--- config.mk ---
export PLATFORM = sky130hd
export DESIGN_NAME = dsp_result_drain
export DESIGN_NICKNAME = d
export VERILOG_FILES = /design/src/rtl/dsp_pkg.sv /design/src/rtl/dsp_sync_fifo.sv /design/src/rtl/dsp_result_drain.sv
export SDC_FILE = /design/constraint.sdc
export NUM_CORES = 1
export LEC_CHECK = 0
export BUFFER_PORTS_ARGS = -buffer_cell sky130_fd_sc_hd__clkbuf_2
export CAP_MARGIN = 40
export CORE_ASPECT_RATIO = 0.75
export CORE_UTILIZATION = 52
export DETAILED_ROUTE_END_ITERATION = 6
export PLACE_DENSITY = 0.77
export REMOVE_ABC_BUFFERS = 1
export SLEW_MARGIN = 20
export SYNTH_ARGS = -nofsm -noshare
export SYNTH_HDL_FRONTEND = slang
export SYNTH_SLANG_ARGS = --single-unit
--- constraint.sdc ---
create_clock -name clk -period 5.3 [get_ports clk]
set_clock_uncertainty 0.2 [all_clocks]
set_input_delay 1.325 -clock clk [delete_from_list [all_inputs] [get_ports clk]]
set_output_delay 1.325 -clock clk [all_outputs]
set_load 0.005 [all_outputs]
--- src/rtl/dsp_pkg.sv ---
// dsp_pkg: shared DSP slice constants and the P result word type.
package dsp_pkg;
    localparam int P_WIDTH       = 48;
    localparam int DRAIN_LAT_MAX = 8;
    typedef logic [P_WIDTH-1:0] p_word_t;
endpackage

--- src/rtl/dsp_sync_fifo.sv ---
// dsp_sync_fifo: synchronous FIFO holding drained {cout,P} results.
//  clk, rst_n : clock, async active-low reset (pointers only)
//  push/wdata : write an entry
//  pop/rdata  : consume head; rdata shows head, zero when empty
//  level      : occupancy 0..DEPTH
module dsp_sync_fifo #(
    parameter int WIDTH = 49,
    parameter int DEPTH = 4
) (
    input  logic                     clk,
    input  logic                     rst_n,
    input  logic                     push,
    input  logic [WIDTH-1:0]         wdata,
    input  logic                     pop,
    output logic [WIDTH-1:0]         rdata,
    output logic [$clog2(DEPTH):0]   level
);
    localparam int AW = $clog2(DEPTH);
    logic [WIDTH-1:0] mem [DEPTH];
    logic [AW:0] wptr, rptr;
    logic empty, full, wr, rd;
    // The extra pointer MSB separates full (MSBs differ) from empty (MSBs equal).
    assign empty = wptr == rptr;
    assign full  = (wptr[AW] != rptr[AW]) && (wptr[AW-1:0] == rptr[AW-1:0]);
    assign wr    = push & ~full;
    assign rd    = pop & ~empty;
    assign level = wptr - rptr;
    assign rdata = empty ? '0 : mem[rptr[AW-1:0]];
    always_ff @(posedge clk or negedge rst_n) begin
        if (!rst_n) begin
            wptr <= '0;
            rptr <= '0;
        end else begin
            wptr <= wptr + (AW+1)'(wr);
            rptr <= rptr + (AW+1)'(rd);
        end
    end
    always_ff @(posedge clk) begin
        if (wr) mem[wptr[AW-1:0]] <= wdata;
    end
endmodule

--- src/rtl/dsp_result_drain.sv ---
// dsp_result_drain: drains DSP slice P/CARRYOUT results into a credit-protected valid/ready stream.
//  clk, rst_n          : clock, async active-low reset
//  clk_en              : slice clock enable; tag pipe advances only when high
//  issue / in_ready    : operand set issued to slice / issue credit available
//  p_in, cout_in       : slice outputs, captured when the issue's tag emerges
//  out_valid/out_ready : result stream handshake; out_data/out_cout show the head
//  level               : buffered result count
//  err                 : sticky, issue attempted without credit while enabled
module dsp_result_drain
    import dsp_pkg::*;
#(
    parameter int WIDTH = P_WIDTH,
    parameter int LAT   = 4,
    parameter int DEPTH = 4
) (
    input  logic                     clk,
    input  logic                     rst_n,
    input  logic                     clk_en,
    input  logic                     issue,
    output logic                     in_ready,
    input  logic [WIDTH-1:0]         p_in,
    input  logic                     cout_in,
    output logic                     out_valid,
    input  logic                     out_ready,
    output logic [WIDTH-1:0]         out_data,
    output logic                     out_cout,
    output logic [$clog2(DEPTH):0]   level,
    output logic                     err
);
    localparam int LW = $clog2(DEPTH) + 1;
    localparam logic [LW:0] DEPTH_W = (LW+1)'(DEPTH);
    logic [LAT-1:0] tag;
    logic [LW-1:0]  inflight;
    logic           accept, push, pop;
    // Credits count both in-flight and buffered results, so a push can never find the FIFO full.
    assign in_ready  = ({1'b0, inflight} + {1'b0, level}) < DEPTH_W;
    assign accept    = issue & clk_en & in_ready;
    assign push      = clk_en & tag[LAT-1];
    assign out_valid = level != '0;
    assign pop       = out_valid & out_ready;
    always_ff @(posedge clk or negedge rst_n) begin
        if (!rst_n) begin
            tag      <= '0;
            inflight <= '0;
            err      <= 1'b0;
        end else begin
            if (clk_en) begin
                for (int i = LAT-1; i > 0; i--) tag[i] <= tag[i-1];
                tag[0] <= accept;
            end
            inflight <= inflight + LW'(accept) - LW'(push);
            err      <= err | (issue & clk_en & ~in_ready);
        end
    end
    dsp_sync_fifo #(.WIDTH(WIDTH+1), .DEPTH(DEPTH)) u_fifo (
        .clk   (clk),
        .rst_n (rst_n),
        .push  (push),
        .wdata ({cout_in, p_in}),
        .pop   (pop),
        .rdata ({out_cout, out_data}),
        .level (level)
    );
endmodule

* Word level (Yosys, flattened, before mapping)
Memory sizes are Yosys's and may differ from the RTL's.
Cells that the tools add are included.
** Operators by class
- $add $sub $neg :: 6
- Order comparisons :: 1
- Equality and inequality tests :: 3
- Multiplexer cells :: 3
- Bitwise operators :: 11
- Reduce and logical (&&, ||, !) cells :: 2
** Operator list (number)
- $mux W49 :: 1
- $add A3 B1 Y3 :: 3
- $and A1 B1 Y1 :: 7
- $add A3 B3 Y4 :: 1
- $lt A4 B3 Y1 const B :: 1
- $eq A3 B3 Y1 :: 1
- $not A1 Y1 :: 3
- $reduce_bool A3 Y1 :: 1
- $sub A3 B1 Y3 :: 1
- $sub A3 B3 Y3 :: 1
- $eq A2 B2 Y1 :: 1
- $mux W1 :: 2
- $logic_and A1 B1 Y1 :: 1
- $ne A1 B1 Y1 :: 1
- $or A1 B1 Y1 :: 1
** Word-level totals
- Bits in registers :: 14
- RAM bits :: 196
- Bits of input ports :: 54
- Word-level logic and storage cells :: 32
- Memories kept :: 1
** Memory list
- u_fifo.mem :: words 4, width 49, read ports 1, clocked after memory_dff 0, write ports 1, line dsp_sync_fifo.sv:19 : logic [WIDTH-1:0] mem [DEPTH];

* Depth between registers and ports, before layout
- Depth after elaboration :: 6
- Gate-level depth with buffers :: 17
- Depth with buffers taken out :: 17

* Cells and area by module
From an unflattened synthesis, not the netlist that was laid out.
** Unflattened totals
- Cells, all modules :: 382
- Area total of the unflattened synthesis :: 8281.7 um^2
** By module, submodules not included
- dsp_sync_fifo :: times used 1, cells an instance 348, area an instance 7873.8 um^2, sequential area each 6035.8 um^2
- dsp_result_drain :: times used 1, cells an instance 34, area an instance 407.9 um^2, sequential area each 200.2 um^2

* Worst setup path before layout
No wires, ideal clock.
- Path kind :: input-to-reg
- Start point :: input clk_en
- End point :: memory u_fifo.mem[0][0], enable pin
- Setup time :: 0.516 ns
- Data arrival time :: 5.182 ns
- Setup slack :: -0.598 ns
- Stages on the path :: 4
- Cell sequence :: clkbuf_1 -> and2_1 -> o21ai_0 -> nor3_1
** On the way
- Longest elaborated chain between the ends :: 4
** Ends and longest elaborated chain
- start: declaration :: line dsp_result_drain.sv:18 : input logic clk_en,
- $and A1 B1 Y1 :: line dsp_result_drain.sv:38 : assign push = clk_en & tag[LAT-1];
- $and A1 B1 Y1 :: line dsp_sync_fifo.sv:25 : assign wr = push & ~full;
- $mux W1 :: line dsp_sync_fifo.sv:39 : if (wr) mem[wptr[AW-1:0]] <= wdata;
- $mux W1 (not written as such) :: line dsp_sync_fifo.sv:39
- end: declaration :: line dsp_sync_fifo.sv:19
No other way between the ends.

* Worst setup path in the final report
- Start point :: register u_fifo.rptr[0]
- End point :: output in_ready
** On the way
- Longest elaborated chain between the ends :: 3
** Ends and longest elaborated chain
- start: declaration :: line dsp_sync_fifo.sv:20 : logic [AW:0] wptr, rptr;
- start signal: assignment :: line dsp_sync_fifo.sv:35 : rptr <= rptr + (AW+1)'(rd);
- $sub A3 B3 Y3 :: line dsp_sync_fifo.sv:27 : assign level = wptr - rptr;
- $add A3 B3 Y4 :: line dsp_result_drain.sv:36 : assign in_ready = ({1'b0, inflight} + {1'b0, level}) < DEPTH_W;
- $lt A4 B3 Y1 :: line dsp_result_drain.sv:36
- end: declaration :: line dsp_result_drain.sv:20 : output logic in_ready,
No other way between the ends.

==> impl_metrics.json <==
{
  "port_buffers": 108,
  "timing.hold.ws_ns": 0.281,
  "hp-class": "reg2reg",
  "synth_edf_count": 196,
  "path_buf_inv": 3,
  "synthTopCellsByArea": "edfxtp_1, mux4_2, dfrtp_1",
  "hpwl_um": 9010,
  "grt_overflow": 0,
  "synth_top_area_cell": "edfxtp_1",
  "grt_pass1_wl_um": 22900,
  "synthesis.instances": 378,
  "whs_path_depth": 1,
  "p_leak_uw": 0.00350,
  "min_to": "err",
  "seq_area_frac_synth": 0.753,
  "worstPathRequired_ns": 3.77,
  "busiest_layer": "met2",
  "routabilityCongestion": 0.773,
  "synthDistinctLibCells": 32,
  "ir_drop_mv": 0.367,
  "drive_above_1_share": 0.412,
  "rsz0062_at_grt": "no",
  "synth_top_area_share": 0.711,
  "grt_use_met3": 0.0486,
  "use_met2": 0.309,
  "cp-end-kind": "output pin",
  "cts_tree": "done",
  "io_pins": 109,
  "std_cell_rows": 39,
  "report.final.slew_viol_count": 0,
  "drv_cap": 0,
  "cts-resized-gates": 0,
  "grt_usage": 0.188,
  "grt_max_degree": 51,
  "slowest_delay_ns": 0.69,
  "cp.arrival_ns": 2.94,
  "numCtsBuffers": 21,
  "crit_fanout": 21,
  "p_per_area_nw_per_um2": 544,
  "hold_viol_final": 0,
  "worstRegToRegCells": 16,
  "setup_viol": 0,
  "via_count": 3889,
  "design.die.area_um2": 16400,
  "max_freq_mhz": 224,
  "ys_warn_count": 0,
  "tightest_slew_ns": 0.798,
  "diodes": 0,
  "nets": 565,
  "path_cells": "ha_1 > inv_1 > fa_1 > xnor2_1 > ha_1 > nor3_1 > o21ai_0 > inv_1 > clkbuf_2",
  "path_delay_family": "adder cells",
  "hp-start": "err",
  "antenna_found_initial": 0,
  "core_um2": 15400,
  "wirelength_um": 14800,
  "min_period_over_period": 0.842,
  "worstSetupPathType": "reg2out",
  "drt_iter0_drc": 233,
  "htree_levels": 1,
  "relSlewSlack": 0.468,
  "die_w_um": 148,
  "rr_startpoint": "u_fifo.rptr[0]",
  "path_clk_slew_ns": 0.06,
  "clk_latency_ns": 0.48,
  "first_global_vias": 4153,
  "cts_sinks": 210,
  "antenna_left": 0,
  "fin_crit_ns": 4.47,
  "syn_area_um2": 8280,
  "async_flop_share": 0.0667,
  "first_pass_iters": 4,
  "fin_tns_setup_ns": 0,
  "cp_slowest_cell": "dfrtp_4",
  "wl_per_cell_um": 20.7,
  "drc": 0,
  "ys.flop_type": "edfxtp_1",
  "start_util": 0.539,
  "routed_via_density": 5.42,
  "cts_root_buf": "clkbuf_16",
  "r2r_slack_ns": 1.35,
  "die_h_um": 111,
  "cp-start-kind": "flip-flop",
  "syn_to_final_growth_pct": 17.1,
  "cts_setup_buffers": 0,
  "ys_seq_elements": 210,
  "clk_path_buf_depth": 3,
  "regToRegEndpoint": "inflight[2]",
  "avgSynthCellArea_um2": 21.9,
  "status": "completed",
  "cts-hold-fix-buffers": 0,
  "use_met1": 0.255
}
## how the worst max path moves through the flow
stage / from / endpoint / depth (start not counted)
floorplan: u_fifo.rptr[0] / u_fifo.mem[0][0] / 4
global placement: u_fifo.rptr[0] / in_ready / 9
detailed placement: u_fifo.rptr[0] / in_ready / 9
CTS: u_fifo.rptr[0] / in_ready / 9
global route: u_fifo.rptr[0] / in_ready / 9
finish: u_fifo.rptr[0] / in_ready / 9
## layer usage
metal / wire [um] / part of all wire
met3: 1040 / 0.070
met2: 7380 / 0.50
met1: 6170 / 0.42
met5: 0 / 0
met4: 246 / 0.017
## synthesized netlist by cell type (2+ instances only)
library cell and count:
mux4_2 47, dfrtp_1 14, o21ai_0 2, nor3_1 3, fa_1 2, clkbuf_1 10
inv_1 11, buf_12 2, mux2_2 3, nor2b_1 32, ha_1 10, mux4_1 2
buf_6 2, xor2_1 2, nand2_1 3, xnor2_1 4, buf_4 3, nor2b_4 10
and2b_1 7, and3_1 2, edfxtp_1 196
## flip-flops by register name, indices dropped and copies added, names as in the netlist
signal       cells
err              1
inflight         3
u_fifo.mem     196
u_fifo.rptr      3
u_fifo.wptr      3
tag              4
## stage by stage
| stage | power [uW] | std cells | util | setup slack [ns] | cell area [um^2] |
|---|---|---|---|---|---|
| 3_5_place_dp | 3970 | 681 | 0.589 | 1.30 | 9050 |
| 4_1_cts | 5350 | 717 | 0.631 | 0.783 | 9700 |
| 2_1_floorplan | 3250 | 360 | - | -1.48 | 8160 |
| 5_1_grt | 5560 | 717 | 0.631 | 0.580 | 9700 |
| 6_report | 5280 | 717 | 0.631 | 0.835 | 9700 |
| 3_3_place_gp | 3920 | 680 | 0.587 | 1.36 | 9030 |
## area by class of cell
cell class,count,area [um^2]
sequential,210,6240
fill,1065,5680
multi-input combinational,139,1900
timing repair buffer,116,621
clock buffer,31,593
tap,205,256
clock inverter,5,47.5
inverter,11,41.3
## cell families after synthesis
| family | count (synthesis) | synth area share |
|---|---|---|
| compound gates | 6 | 0.00468 |
| buf+inv | 29 | 0.0204 |
| fa+ha+maj | 12 | 0.0199 |
| mux | 52 | 0.138 |
| simple gates | 62 | 0.0556 |
| xor+xnor | 7 | 0.00831 |
| flops | 210 | 0.753 |
## placed cells by master, fill, tap and decap left out, types with 2 or more instances in the layout
cell and count:
edfxtp_1 196, clkbuf_1 7, and2b_1 7, dfrtp_1 12
mux4_1 2, nand2_1 3, nor2b_1 32, o21ai_0 2
xor2_1 2, ha_1 10, clkbuf_2 108, clkbuf_8 3
clkbuf_16 21, clkinv_1 2, nor3_2 2, xnor2_1 4
mux4_2 47, nor2b_4 10, clkinv_2 2, buf_4 7
mux2_2 3, inv_1 11, and3_2 2, fa_1 2
## worst reg2reg max path, delay by kind of cell, from the launching register on
kind	cells	cell delay [ns]
flops	1	0.69
simple gates	2	0.25
xor+xnor	3	0.59
buf+inv	4	0.27
fa+ha+maj	6	1.74
compound gates	1	0.14
## power by group
group          switching, uW  internal [uW]  total, uW
Sequential               105           1950       2050
Combinational            906            941       1850
Clock                    558            818       1380
Power figures use the tool's default switching activity.
